$ cat config.mk
export PLATFORM = sky130hd
export DESIGN_NAME = c3lib_ckg_en_ctrl
export DESIGN_NICKNAME = d
export VERILOG_FILES = /design/src/rtl/c3lib_ckg_en_ctrl.sv
export SDC_FILE = /design/constraint.sdc
export NUM_CORES = 1
export LEC_CHECK = 0
export ABC_AREA = 1
export CORE_AREA = 8 8 89 59
export CTS_BUF_LIST = sky130_fd_sc_hd__clkbuf_2 sky130_fd_sc_hd__clkbuf_4 sky130_fd_sc_hd__clkbuf_8
export CTS_CLUSTER_SIZE = 25
export DETAILED_ROUTE_END_ITERATION = 12
export DIE_AREA = 0 0 97 67
export DONT_BUFFER_PORTS = 1
export PLACE_DENSITY_LB_ADDON = 0.15
export REMOVE_ABC_BUFFERS = 1
export SYNTH_ARGS = -nofsm -noshare
export SYNTH_HDL_FRONTEND = slang
export SYNTH_SLANG_ARGS = --single-unit
$ cat constraint.sdc
create_clock -name clk -period 2.4 [get_ports clk]
set_clock_uncertainty 0.2 [all_clocks]
set_input_delay 0.36 -clock clk [delete_from_list [all_inputs] [get_ports clk]]
set_output_delay 0.36 -clock clk [all_outputs]
set_load 0.02 [all_outputs]
$ cat src/rtl/c3lib_ckg_en_ctrl.sv
// Clock-gate enable controller: four-phase clk_req/clk_ack handshake with a
// wake-up delay before ack and an idle timeout before the clock is gated off.
module c3lib_ckg_en_ctrl #(
  parameter int CNT_W    = 8,
  parameter int WAKE_CYC = 2   // legal range 1..15
) (
  input  logic             clk,
  input  logic             rst_n,
  input  logic             clk_req,
  input  logic             force_on,
  input  logic             scan_mode,
  input  logic [CNT_W-1:0] idle_limit,
  output logic             clk_en,
  output logic             tst_en,
  output logic             clk_ack,
  output logic [1:0]       state_o
);

  typedef enum logic [1:0] {
    ST_OFF  = 2'd0,
    ST_WAKE = 2'd1,
    ST_ON   = 2'd2,
    ST_IDLE = 2'd3
  } state_t;

  localparam logic [3:0] WAKE_LOAD = 4'(WAKE_CYC - 1);

  state_t           state_q, state_d;
  logic [3:0]       wake_cnt_q, wake_cnt_d;
  logic [CNT_W-1:0] idle_cnt_q, idle_cnt_d;
  logic             clk_en_q, clk_en_d;
  logic             clk_ack_q, clk_ack_d;

  // NOTE: sequential state uses non-blocking assignments only, so every flop
  // samples pre-edge values regardless of statement order.
  always_ff @(posedge clk or negedge rst_n) begin
    if (!rst_n) begin
      state_q    <= ST_OFF;
      wake_cnt_q <= '0;
      idle_cnt_q <= '0;
      clk_en_q   <= 1'b0;
      clk_ack_q  <= 1'b0;
    end else begin
      state_q    <= state_d;
      wake_cnt_q <= wake_cnt_d;
      idle_cnt_q <= idle_cnt_d;
      clk_en_q   <= clk_en_d;
      clk_ack_q  <= clk_ack_d;
    end
  end

  // Priority within each state: request first, then force_on, then expiry.
  // Counters only decrement when non-zero, so they saturate at 0.
  always_comb begin
    // NOTE: every comb output gets a default first, so no path can infer a latch.
    state_d    = state_q;
    wake_cnt_d = wake_cnt_q;
    idle_cnt_d = idle_cnt_q;
    unique case (state_q)
      ST_OFF: begin
        if (clk_req) begin
          state_d    = ST_WAKE;
          wake_cnt_d = WAKE_LOAD;
        end
      end
      ST_WAKE: begin
        if (wake_cnt_q != '0) begin
          wake_cnt_d = wake_cnt_q - 4'd1;
        end else if (clk_req) begin
          state_d = ST_ON;
        end else begin
          state_d    = ST_IDLE;
          idle_cnt_d = idle_limit;
        end
      end
      ST_ON: begin
        if (!clk_req) begin
          state_d    = ST_IDLE;
          idle_cnt_d = idle_limit;
        end
      end
      ST_IDLE: begin
        if (clk_req) begin
          state_d = ST_ON;
        end else if (force_on) begin
          state_d = ST_IDLE;
        end else if (idle_cnt_q == '0) begin
          state_d = ST_OFF;
        end else begin
          idle_cnt_d = idle_cnt_q - 1'b1;
        end
      end
      default: state_d = ST_OFF;
    endcase
  end

  // Enables are decoded from the next state and registered, so clk_en only
  // moves on rising edges and stays stable through the gater's latch window.
  always_comb begin
    clk_en_d  = (state_d != ST_OFF) | force_on;
    clk_ack_d = (state_d == ST_ON);
  end

  assign clk_en  = clk_en_q;
  assign clk_ack = clk_ack_q;
  assign state_o = state_q;
  assign tst_en  = scan_mode;

endmodule
Word-level counts from Yosys, hierarchy flattened
Cells that the tools add are included.
Cells by class
  add/sub/neg operators: 2
  multiply operators: 0
  div/mod/pow operators: 0
  $lt $le $gt $ge: 0
  equality and inequality tests: 10
  shift operators: 0
  muxes and demuxes: 17
  bitwise gates (word level): 1
  reductions and logical operators: 8
Operators with widths (number)
  $mux 8: 5
  $pmux 8 s3: 1
  $mux 2: 6
  $ne 2x2->1 const B: 6
  $logic_not 8->1: 1
  $mux 4: 2
  $pmux 2 s4: 1
  $pmux 4 s2: 1
  $sub 8x1->8 const B: 1
  $eq 2x2->1 const B: 3
  $reduce_and 5->1: 1
  $reduce_bool 2->1: 2
  $reduce_bool 4->1: 1
  $sub 4x1->4 const B: 1
  $reduce_and 3->1: 1
  $reduce_bool 3->1: 1
  $eq 2x1->1 const B: 1
  $logic_not 2->1: 1
  $mux 1: 1
  $or 1x1->1: 1
Word-level totals
  bits in registers: 16
  bits in latches: 0
  memory bits (writable): 0
  bits in read-only memories: 0
  input bits: 13
  output and inout bits: 5
  word-level logic and storage cells: 43
  memories kept: 0

Longest topological paths before layout
Gate-level depths: netlist of run 1.
  word-level depth: 7
  depth in mapped cells: 10
  gate-level depth less buffers: 10

Worst setup path after synthesis of run 1
OpenSTA, ideal clock, no wires.
  path kind: reg2reg
  start point: register idle_cnt_q[0]
  end point: register clk_en_q, in the netlist clk_en
  library setup time: 0.128 ns
  arrival: 1.208 ns
  required time: 2.072 ns
  setup slack: 0.864 ns
  cell stages (with the launch flop): 8
  buffers on the path: 0
  period minus slack after synthesis: 1.536 ns
  path through: dfrtp_1 -> inv_1 -> ha_1 -> nand3_2 -> nor2_1 -> nand3_1 -> a21oi_2 -> nand3_1
On the way
  cells in the longest elaborated chain, start to end: 7
RTL lines
  start, declared: line 30  | logic [CNT_W-1:0] idle_cnt_q, idle_cnt_d;
  start signal, assigned: line 46  | idle_cnt_q <= idle_cnt_d;
  $logic_not 8->1: line 87  | end else if (idle_cnt_q == '0) begin
  $mux 2: line 87
  $mux 2: line 85  | end else if (force_on) begin
  $mux 2: line 83  | if (clk_req) begin
  $pmux 2 s4: line 59  | unique case (state_q)
  $reduce_bool 2->1: line 100  | clk_en_d = (state_d != ST_OFF) | force_on;
  $or 1x1->1: line 100
  net clk_en_d: line 31  | logic clk_en_q, clk_en_d;
  end signal, assigned: line 47  | clk_en_q <= clk_en_d;
  end, declared: line 31
The timed path passes the listed nets, and every way through them passes these cells.
A chain may end at the register's enable or synchronous reset.

Final worst setup path of run 1
  start point: register state_q[1], in the netlist state_o[1]
  end point: register idle_cnt_q[4]
On the way
  cells in the longest elaborated chain, start to end: 3
  elaborated cells on any way between the ends: 10
  classes of those cells: 7 x eq/ne; 1 x mux; 2 x reduce/logical
RTL lines
  start, declared: line 28  | state_t state_q, state_d;
  start signal, assigned: line 44  | state_q <= state_d;
  $eq 2x2->1 or $eq 2x1->1 (tied branches): line 59
  $ne 2x2->1 (no source line) or $reduce_bool 3->1 (tied branches)
  $reduce_and 5->1 (no source line)
Parallel ways exist; a longest one is shown, timed or not.

==> metrics.txt, run 1 <==
outcome=completed; HPWL Detailed=2110 um; dpl ws=624 ps; synthesized instance count=154; critical path's most frequent cell=nand2_1; Die Wd=97 um; WL per Instance=13.0 um; Num CTS Buffers=3; Remaining Overflow, GRT=0; via count=938; CP Max Fanout=11; nets=174; clk_lat worst skew=250 ps; setup ws final=612 ps; Std-Cell Rows=18; Final Cycle Share=74.5%; syn_area_per_cell=6.89 um^2; DR vias/cell=4.53; Crit Path Category=reg2reg; H-tree Lvls=1; Clock Path Buffers=2; leakage=0.612 nW; most frequent cells in the layout=nand2_1, inv_1, dfrtp_1; first-pass GRT wire length=4500 um; Die ar.=0.00650 mm^2; final setup violation count=0; Worst setup SP type=flop; Slew Viols, Final=0; maximum vdd ir drop=0.292 mV; ANT cells=0; CP bufs+invs=1; Final Hold Fails=0; maxcap violations=0; dominant cell type by area after synthesis=dfrtp_1; Ports=18; Setup TNS=0 ps; core box area=0.00394 mm^2; detailed router's first-iteration violation count=27; Top Family by Delay on Critical Path=simple AND/OR/NAND/NOR gates; Crit-path slowest cell=dfrtp_1; Routed WL=2690 um; synth-to-layout area growth=11.0%; Routed Antenna Nets=0; CP endpoint kind=flop; HP Class=in2reg; clock slew at reported path FFs=70 ps; largest net degree at the start of global routing=17; share of cells above drive strength 1=13.4%; min Tclk post-route=1790 ps; Yosys reg bits=16; worst-margin pin slew=794 ps; most common cell after layout, fill and taps aside=nand2_1; port bufs=0; First-pass DRT Iterations=4; Worst Path Required=2400 ps; Netlist cell types=24; initial antenna violation count=0; starting density of the core=26.9%; root buffer cell=clkbuf_8; all-layer global routing usage=8.83%; Mapped Area=0.00106 mm^2; CTS tree=built; Seq/Total Area, Yosys=37.7%; drt drc=0; pwr/cell area=1340 mW/mm^2; Die Y=67 um; CP max stage delay=510 ps; vias in the first global route=891; Slew headroom=46.9%; Yosys top cell area share=37.7%; yosys warns=0; FMAX=559 MHz; GPL Wtd Cong=0.909; CP cell instances=nand2_1, inv_2, a21oi_4, nand2_1, nand2_1; top cells by area, synth=dfrtp_1, nand2_1, inv_1, nand3_1, nor2_1; unrepaired setup endpoints after global routing=false; Worst EP arrival=1780 ps; clk sink count=16; Post-CTS Setup Inserts=0
-- area by class of cell --
type	count	area [um^2]
Clock buffer	4	55.1
Fill cell	417	2760
Inverter	27	101
Multi-Input combinational cell	109	548
Sequential cell	16	400
Tap cell	50	62.6
Timing Repair Buffer	1	10.0
-- worst paths after layout --
path	endpoint	slack [ps]	startpoint	depth (start not counted)
setup / recovery	idle_cnt_q[4]$_DFFE_PN0P_	610	state_o[1]$_DFF_PN0_	5
hold / removal	clk_ack$_DFF_PN0_	80	clk_req	2
setup reg to reg	idle_cnt_q[4]$_DFFE_PN0P_	610	state_o[1]$_DFF_PN0_	5
hold reg to reg	idle_cnt_q[1]$_DFFE_PN0P_	310	idle_cnt_q[1]$_DFFE_PN0P_	2
max in group asynchronous	idle_cnt_q[2]$_DFFE_PN0P_	1070	rst_n	1
min in group asynchronous	wake_cnt_q[3]$_DFFE_PN0P_	430	rst_n	1
-- Yosys cell counts --
library cell  number
nand3_1           14
o21ai_0            8
a21oi_4            1
nor2_1            15
or2_2              1
clkbuf_1           1
nand3_2            2
inv_2              4
nor2_4             1
buf_4              1
inv_1             23
xor2_1             1
dfrtp_1           16
nand4_1            1
o22ai_1            1
o21ai_1            1
nand2_4            1
nor2_2             2
o21ai_4            1
nand2_2            3
nand2_1           51
ha_1               3
a21oi_2            1
a21oi_1            1
-- power by group --
part	leakage (nW)	internal [W]	switching, W
combinational	0.389	0.000268	0.000536
clock	0.0288	0.000146	0.000100
sequential	0.194	0.000384	0.000147
-- per-layer routing --
metal / vias up / track usage [%] / wire length (um)
met1: 438 / 12.3 / 1500
met2: 23 / 12.3 / 1040
met4: 0 / 2.29 / 15
met5: - / 0 / 0
li1: 475 / - / -
met3: 2 / 3.31 / 136
-- metrics by stage --
stage          hold slack (ps)  std cells  utilization [%]  total power [W]  cell area [um^2]
4_1_cts                   67.0        207             29.9          0.00159              1180
2_1_floorplan             -136        152                -          0.00114              1050
3_3_place_gp              -135        202             28.2          0.00131              1110
6_report                  75.1        207             29.9          0.00158              1180
5_1_grt                   89.8        207             29.9          0.00176              1180
3_5_place_dp              -135        202             28.2          0.00133              1110
-- kinds of logic (layout without fill, tap and decap cells) --
family / after synthesis / count (layout) / share of synthesized area [%]
buffers and inverters: 29 / 32 / 10.6
xor gates and xnor gates: 1 / 1 / 0.826
AOI/OAI and AO/OA: 14 / 14 / 9.20
adders and majority gates: 3 / 3 / 3.54
DFF: 16 / 16 / 37.7
and+or+nand+nor: 91 / 91 / 38.1
-- sequential cells by signal (all words and copies together) (netlist names) --
name,flops
clk_en,1
idle_cnt_q,8
wake_cnt_q,4
clk_ack,1
state_o,2
-- what timing repair did --
| item | in CTS | in global routing |
|---|---|---|
| endpoints found under the hold margin | 16 | 0 |
| hold buffers | 1 | 0 |
| resized for setup | 0 | 0 |
(Power assumes the default switching activity.)
==> run 2: changes to the inputs <==
==> constraint.sdc (replaced) <==
create_clock -name clk -period 1.55 [get_ports clk]
set_clock_uncertainty 0.2 [all_clocks]
set_input_delay 0.2325 -clock clk [delete_from_list [all_inputs] [get_ports clk]]
set_output_delay 0.2325 -clock clk [all_outputs]
set_load 0.02 [all_outputs]
==> run 2 against run 1 <==
  * Global-route usage increased by 0.12 points
  * First-iteration DRC count increased by 3.7%
  * Core utilization increased by 6.9 points
  * Die area unchanged
  * Critical endpoint is now idle_cnt_q[6]$_DFFE_PN0P_
==> metrics.txt, run 2 (synthesis gave the netlist of run 1 again) <==
max reg flops=8 (unchanged); Num CTS Buffers=3 (unchanged); Pwr Total=0.00288 W (+82%); Slew headroom=46.3% (-0.60 points); Worst Path Required=1550 ps (-850 ps); H-tree Lvls=1 (unchanged); Final Hold Fails=0 (unchanged); port bufs=0 (unchanged); Die Wd=97 um (unchanged); dpl ws=-24.4 ps (-648 ps); First-pass DRT Iterations=4 (unchanged); synth-to-layout area growth=36.6%; HPWL Detailed=2040 um (-3.5%); Slew Viols, Final=0 (unchanged); FMAX=649 MHz (+16%); core box area=0.00394 mm^2 (unchanged); HP Class=in2reg; Die ar.=0.00650 mm^2 (unchanged); unrepaired setup endpoints after global routing=true; WL per Instance=12.1 um (-6.9%); pwr/cell area=1990 mW/mm^2 (+48%); Top reg by flops=idle_cnt_q; vias in the first global route=948 (+6.4%); Reg2Reg Setup Slack=9 ps (-600 ps); critical path's most frequent cell=nand2_1; clk sink count=16 (unchanged); final setup violation count=0 (unchanged); most common cell after layout, fill and taps aside=nand2_1; hold_sp=clk_req; leakage=0.718 nW (+17%); share of cells above drive strength 1=27.5% (+14 points); CP cell instances=inv_2, ha_4, nand3_4, o21ai_4, nand2_2, nand2_4, nand2_1, nand2_1; Crit-path slowest cell=dfrtp_1; DR vias/cell=4.35 (-4.0%); Hold EP=state_o[0]$_DFF_PN0_; min Tclk post-route=1540 ps (-247 ps); CP endpoint kind=flop; Worst setup SP type=flop; Final Cycle Share=99.4% (+25 points); R2R Path End=idle_cnt_q[6]$_DFFE_PN0P_; Worst R2R Path Depth=8 (+3); Crit Path Category=reg2reg; Routed Antenna Nets=0 (unchanged); Routed WL=2760 um (+2.6%); clock slew at reported path FFs=70 ps (about the same); all-layer global routing usage=8.95% (+0.12 points); maxcap violations=0 (unchanged); Std-Cell Rows=18 (unchanged); Worst EP arrival=1540 ps (-240 ps); root buffer cell=clkbuf_8; Setup TNS=0 ps (unchanged); nets=195 (+12%); WHS Path Cells=3 (+1); most frequent cells in the layout=nand2_1, inv_1, dfrtp_1; first-pass GRT wire length=4580 um (+1.8%); initial antenna violation count=0 (unchanged); GPL Wtd Cong=0.812 (-11%); largest net degree at the start of global routing=17 (unchanged); outcome=completed; maximum vdd ir drop=0.728 mV (+150%); Hold Slack=16.8 ps (-58.3 ps); starting density of the core=26.9% (unchanged); CTS tree=built; detailed router's first-iteration violation count=28 (+3.7%); drt drc=0 (unchanged); via count=992 (+5.8%); Clock Path Buffers=2 (unchanged); CP max stage delay=400 ps (-110 ps); clk_lat worst skew=250 ps (about the same); Die Y=67 um (unchanged); setup ws final=9.15 ps (-603 ps); CP Max Fanout=8 (-3); Remaining Overflow, GRT=0 (unchanged); reg-to-reg startpoint=idle_cnt_q[1]$_DFFE_PN0P_; worst-margin pin slew=803 ps (+8.98 ps); ANT cells=0 (unchanged); Ports=18 (unchanged)
## run 2: cell count changes in the layout (fill, tap and decap cells not counted), moves of 3 or more
cell | previous run | this run
nor2_1 | 15 | 11
nand2_1 | 51 | 48
buf_4 | 0 | 12
dlygate4sd3_1 | 1 | 10
nand3_4 | 0 | 3
inv_2 | 4 | 8
inv_1 | 23 | 19
## run 2: how the worst max path moves through the flow
stage | depth (start not counted) | startpoint | to | slack (ps)
2_1_floorplan | 7 | idle_cnt_q[0]$_DFFE_PN0P_ | clk_en$_DFF_PN0_ | 10
3_3_place_gp | 7 | idle_cnt_q[0]$_DFFE_PN0P_ | clk_en$_DFF_PN0_ | -60
3_5_place_dp | 8 | idle_cnt_q[0]$_DFFE_PN0P_ | idle_cnt_q[6]$_DFFE_PN0P_ | -20
4_1_cts | 7 | idle_cnt_q[0]$_DFFE_PN0P_ | clk_en$_DFF_PN0_ | 1
5_1_grt | 8 | idle_cnt_q[1]$_DFFE_PN0P_ | idle_cnt_q[6]$_DFFE_PN0P_ | -60
6_report | 8 | idle_cnt_q[1]$_DFFE_PN0P_ | idle_cnt_q[6]$_DFFE_PN0P_ | 9
## run 2: routing by layer
metal	global-route usage, %	share of wire [%]	vias up
met5	0	0	-
met4	3.43	1.4	0
met3	2.89	3.2	4
met2	12.4	39	14
met1	12.4	56	452
li1	-	-	522
## run 2: where the power goes
| part | internal [W] | switching, W | total, W |
|---|---|---|---|
| logic | 0.000688 | 0.00101 | 0.00170 |
| registers | 0.000598 | 0.000201 | 0.000799 |
| clock network | 0.000226 | 0.000157 | 0.000383 |
## run 2: repair_timing
| item | in CTS | in global routing |
|---|---|---|
| setup endpoints to repair | 10 | 13 |
| gates resized for setup | 6 | 18 |
| pin swaps | 1 | 9 |
| hold buffers | 10 | 0 |
| hold endpoints to repair | 25 | 0 |
| buffers inserted | 1 | 0 |
## run 2: worst max-delay path: cells and delay by family, from the launching register on
family / cells / cell delay, ps
buf+inv: 1 / 90
fa+ha+maj: 1 / 160
compound gates: 1 / 200
simple gates: 5 / 430
flops: 1 / 400
## run 2: final cells by class
type	count	area (um^2)
inverters	27	101
multi-input cells	109	638
fillers	403	2490
well taps	50	62.6
repair buffers	22	190
clock buffers	4	55.1
flip-flops and latches	16	402
## run 2: through the flow
| step | std cells | util [%] | instance area (um^2) |
|---|---|---|---|
| final | 228 | 36.8 | 1450 |
| after global routing | 228 | 36.8 | 1450 |
| after CTS | 228 | 35.0 | 1380 |
| after detailed placement | 213 | 30.3 | 1190 |
| after global placement | 213 | 30.3 | 1190 |
| after floorplan | 152 | - | 1050 |
==> run 3: changes to the inputs <==
--- a/config.mk
+++ b/config.mk
@@ -7,7 +7,7 @@
 export LEC_CHECK = 0
 export ABC_AREA = 1
 export CORE_AREA = 8 8 89 59
-export CTS_BUF_LIST = sky130_fd_sc_hd__clkbuf_2 sky130_fd_sc_hd__clkbuf_4 sky130_fd_sc_hd__clkbuf_8
+export CTS_BUF_LIST = sky130_fd_sc_hd__clkbuf_8
 export CTS_CLUSTER_SIZE = 25
 export DETAILED_ROUTE_END_ITERATION = 12
 export DIE_AREA = 0 0 97 67
==> results of run 3 <==
Same layout as run 2: the final DEF is identical, and so are final timing and power.
==> variant 1: new RTL, flow settings as in run 2 <==
Change the parameter `CNT_W` from 8 to 10.
--- a/src/rtl/c3lib_ckg_en_ctrl.sv
+++ b/src/rtl/c3lib_ckg_en_ctrl.sv
@@ -1,7 +1,7 @@
 // Clock-gate enable controller: four-phase clk_req/clk_ack handshake with a
 // wake-up delay before ack and an idle timeout before the clock is gated off.
 module c3lib_ckg_en_ctrl #(
-  parameter int CNT_W    = 8,
+  parameter int CNT_W    = 10,
   parameter int WAKE_CYC = 2   // legal range 1..15
 ) (
   input  logic             clk,
Interface: changed (resized idle_limit); port bits go from 18 to 20. The function was not compared with the original's and may differ.
==> variant 1 against run 2 <==
The run now ends with negative hold slack, negative setup slack left; setup slack got worse by 0.11 ns; total power increased by 21%; clock power increased by 2%; global-route usage increased by 2.2 points; non-clock buffer count increased by 16; final area increased by 25%; utilization increased by 9.0 points; area after synthesis increased by 12%; routed wire length increased by 28%; critical endpoint is now idle_cnt_q[3]; largest power group unchanged; critical path type unchanged; sequential share of layout area decreased by 2.8 points; sequential cell count increased by 2.
==> variant 1: results <==
[layout]
nNonClkInverters = 26
fin_util_pct = 45.8
n_fill_cell = 398
drive_above_1_share_pct = 38.7
nets = 244
multi_input_gates = 139
largest_reg_flops = 10
buf_share_pct = 17.4
seq_cells = 18
multi_input_area_sq_um = 821

[detailed_routing]
drt_iter0_drc = 44
routed_via_density = 4.47

[pwr]
p_int_mw = 1.85
power_leakage_nw = 0.929

[setup_path]
arrival_ns = 1.60
cp_max_fo = 6
r2r_cells = 10

[outcome]
violations = "negative hold slack, negative setup slack"
status = "complete, but fails checks"

[synth]
synth_fa_ha_area_share_pct = 3.15
synthTopCellsByArea = "dfrtp_1 (38%), nand2_1 (24%), inv_1 (6.9%), nor2_1 (6.9%), nand3_1 (5.5%)"
yosysUniqueCellTypes = 21
synth-seq-area-share_pct = 37.9

[timing]
tightest_slew_ns = 0.903
setup_viol_count_final = 12
whs_ns = -0.00810
setup_ws_ns = -0.0993
finalHoldViolations = 1

[min_path]
hp-start = "idle_limit[8]"
hold_path_depth = 4
hold_end = "idle_cnt_q[8]"

[clock_tree]
cts_hold_buf = 7

[placement]
place_area_sq_mm = 0.00143
dp_hpwl_um = 2420

[global_routing]
grt_pass1_wl_um = 5840
[variant 1: changes by cell type in the layout (fill, tap and decap cells not counted), moves of 2 or more]
cell | run 2 | this run
inv_4 | 0 | 2
nor2_1 | 11 | 16
buf_6 | 0 | 3
nand2_1 | 48 | 57
nand2_2 | 5 | 16
nand2_4 | 2 | 8
inv_1 | 19 | 16
dfrtp_1 | 15 | 18
dlygate4sd3_1 | 10 | 7
nand3_1 | 12 | 9
buf_4 | 12 | 28
nor3_1 | 0 | 2
nand3_2 | 1 | 3
nor2_4 | 3 | 5
[variant 1: routing by layer]
metal	GRT usage [%]	part of all wire, %
met5	0	0
met4	1.71	0.31
met3	4.03	5.8
met1	16.3	53
met2	15.1	41
[variant 1: stage by stage]
step / worst slack [ns] / setup TNS [ns] / hold slack (ns) / total power, mW
global route: -0.177 / -1.89 / 0.0204 / 3.78
finish: -0.0993 / -0.962 / -0.00810 / 3.47
global placement: -0.298 / -3.25 / -0.262 / 2.44
floorplan: -0.0423 / -0.451 / -0.263 / 1.79
detailed placement: -0.309 / -3.47 / -0.262 / 2.46
CTS: -0.100 / -0.964 / -0.0187 / 3.21
[variant 1: worst max-delay path by stage]
| stage | end | cells after the start | slack (ns) | start |
|---|---|---|---|---|
| after detailed placement | idle_cnt_q[3] | 10 | -0.31 | idle_cnt_q[0] |
| final | idle_cnt_q[3] | 10 | -0.1 | idle_cnt_q[2] |
| after global routing | idle_cnt_q[8] | 12 | -0.18 | idle_cnt_q[0] |
| after CTS | idle_cnt_q[8] | 12 | -0.10 | idle_cnt_q[1] |
| after global placement | idle_cnt_q[4] | 10 | -0.30 | idle_cnt_q[0] |
| after floorplan | idle_cnt_q[0] | 6 | -0.04 | state_o[1] |
==> variant 2: new RTL, settings of run 2 <==
Made on the original files. Add an input register stage for `scan_mode` and `idle_limit`, cleared by the reset; this delays them by one clock. The other inputs are not delayed to match.
--- a/src/rtl/c3lib_ckg_en_ctrl.sv
+++ b/src/rtl/c3lib_ckg_en_ctrl.sv
@@ -24,6 +24,19 @@
   } state_t;
 
   localparam logic [3:0] WAKE_LOAD = 4'(WAKE_CYC - 1);
+
+  logic scan_mode_q;
+  logic [CNT_W-1:0] idle_limit_q;
+
+  always_ff @(posedge clk or negedge rst_n) begin
+    if (!rst_n) begin
+      scan_mode_q  <= '0;
+      idle_limit_q <= '0;
+    end else begin
+      scan_mode_q  <= scan_mode;
+      idle_limit_q <= idle_limit;
+    end
+  end
 
   state_t           state_q, state_d;
   logic [3:0]       wake_cnt_q, wake_cnt_d;
@@ -70,13 +83,13 @@
           state_d = ST_ON;
         end else begin
           state_d    = ST_IDLE;
-          idle_cnt_d = idle_limit;
+          idle_cnt_d = idle_limit_q;
         end
       end
       ST_ON: begin
         if (!clk_req) begin
           state_d    = ST_IDLE;
-          idle_cnt_d = idle_limit;
+          idle_cnt_d = idle_limit_q;
         end
       end
       ST_IDLE: begin
@@ -104,6 +117,6 @@
   assign clk_en  = clk_en_q;
   assign clk_ack = clk_ack_q;
   assign state_o = state_q;
-  assign tst_en  = scan_mode;
+  assign tst_en  = scan_mode_q;
 
 endmodule
Function: changed (Yosys sat finds a counterexample within 4 cycles, from zero or initial values and one cycle with rst_n low).
==> variant 2 against run 2 <==
The flow now finishes with violations (negative setup slack); area after synthesis up 16%; die area unchanged; setup slack worse by 0.023 ns; sequential cell count up 9; critical path depth up 2; global-route usage up 0.79 points; routed wire length up 7.1%; final cell count up 7.0%; total power up 19%; worst hold slack better by 0.022 ns; final area up 22%.
==> variant 2: results <==
[detailed_routing]
wl_per_cell_um = 12.1
num_vias = 1086
routed_wl_um = 2960
drt_iter0_drc = 30

[timing]
setup_ws_ns = -0.0137
setup_viol_count_final = 2
final.setup.tns_ns = -0.0164

[placement]
routabilityCongestion = 0.885
dpl.cell_count = 222
dp_hpwl_um = 2180

[outcome]
violations = "negative setup slack"
status = "complete, but fails checks"

[min_path]
hold_class = "input pin to flip-flop"

[clock_tree]
clk_pin_slew_ns = 0.09
insertion_delay_ns = 0.28

[synth]
synthTopCellsByArea = "dfrtp_1 (51%), nand2_1 (17%), inv_1 (4.9%), nand3_1 (3.7%), ha_1 (3.0%)"
synth-seq-area-share_pct = 50.7
synth_common_cells = "nand2_1 (56), dfrtp_1 (25), inv_1 (16)"
yosysUniqueCellTypes = 22
avgSynthCellArea_sq_um = 8.22

[pwr]
power_leakage_nw = 0.871
swShare_pct = 42.8
max-vdd-ir-drop_v = 0.000598

[global_routing]
grt_usage_pct = 9.74
grt_max_degree = 26
grt_pass1_wl_um = 5020

[layout]
n_fill_cell = 386

[setup_path]
critPathLaunch = "wake_cnt_q[1]"
-- variant 2: worst paths after layout --
kind | end | slack, ns | cells after the start
worst max register to register | idle_cnt_q[1] | -0.01 | 10
max in group asynchronous | state_o[0] | 0.82 | 2
worst max-delay path | idle_cnt_q[1] | -0.01 | 10
worst min register to register | idle_cnt_q[7] | 0.32 | 2
min in group asynchronous | wake_cnt_q[2] | 0.17 | 2
worst min-delay path | state_o[0] | 0.04 | 4
-- variant 2: power by group through the flow --
stage	Clock, mW	Sequential [mW]	Combinational, mW
floorplan	0	1.05	0.947
global placement	0	1.01	1.65
detailed placement	0	1.02	1.67
CTS	0.436	1.02	1.85
global route	0.458	1.06	2.23
finish	0.417	1.04	1.97
-- variant 2: cells by family after synthesis --
group	share of synthesized area, %
AO/OA/AOI/OAI	5.98
XOR/XNOR	2.13
adder cells (fa/ha/maj)	3.04
buffers and inverters	6.09
flip-flops	50.7
multiplexers	0.811
AND/OR/NAND/NOR	31.2
-- variant 2: layout make-up --
type                       count  area, sq um  area share [%]
timing repair buffer          41          360            20.4
clock buffer                   3         41.3            2.34
inverter                      17         63.8            3.61
tap                           50         62.6            3.54
multi-input combinational    107          602            34.1
sequential                    25          628            35.6
clock inverter                 1         8.76           0.496
-- variant 2: routing by layer --
metal  up-vias  track usage [%]  wire length, um
met5         -                0                0
met3         4             3.41              135
li1        556                -                -
met4         0             4.00               48
met1       510             12.2             1520
met2        16             15.0             1260
-- variant 2: metrics by stage --
| step | utilization (%) | area, sq um |
|---|---|---|
| after floorplan | - | 1220 |
| after global placement | 37.0 | 1460 |
| after detailed placement | 37.0 | 1460 |
| after CTS | 43.4 | 1710 |
| after global routing | 44.8 | 1770 |
| final | 44.8 | 1770 |
-- variant 2: timing repair --
item	CTS	global route
hold endpoints to repair	38	2
cloned	0	0
pin swaps	5	8
setup endpoints to repair	10	14
hold buffers	13	1
gates resized for setup	17	13
setup buffers	2	2
-- variant 2: worst register-to-register path: stages, from the launching register on --
cell and delay (ns):
dfrtp_1 0.40, inv_2 0.09, ha_4 0.14, nand2_2 0.06
nand2_2 0.07, nand2_2 0.06, nor2_2 0.10, nand2_2 0.10
buf_6 0.15, nand2_2 0.06, o21ai_2 0.05
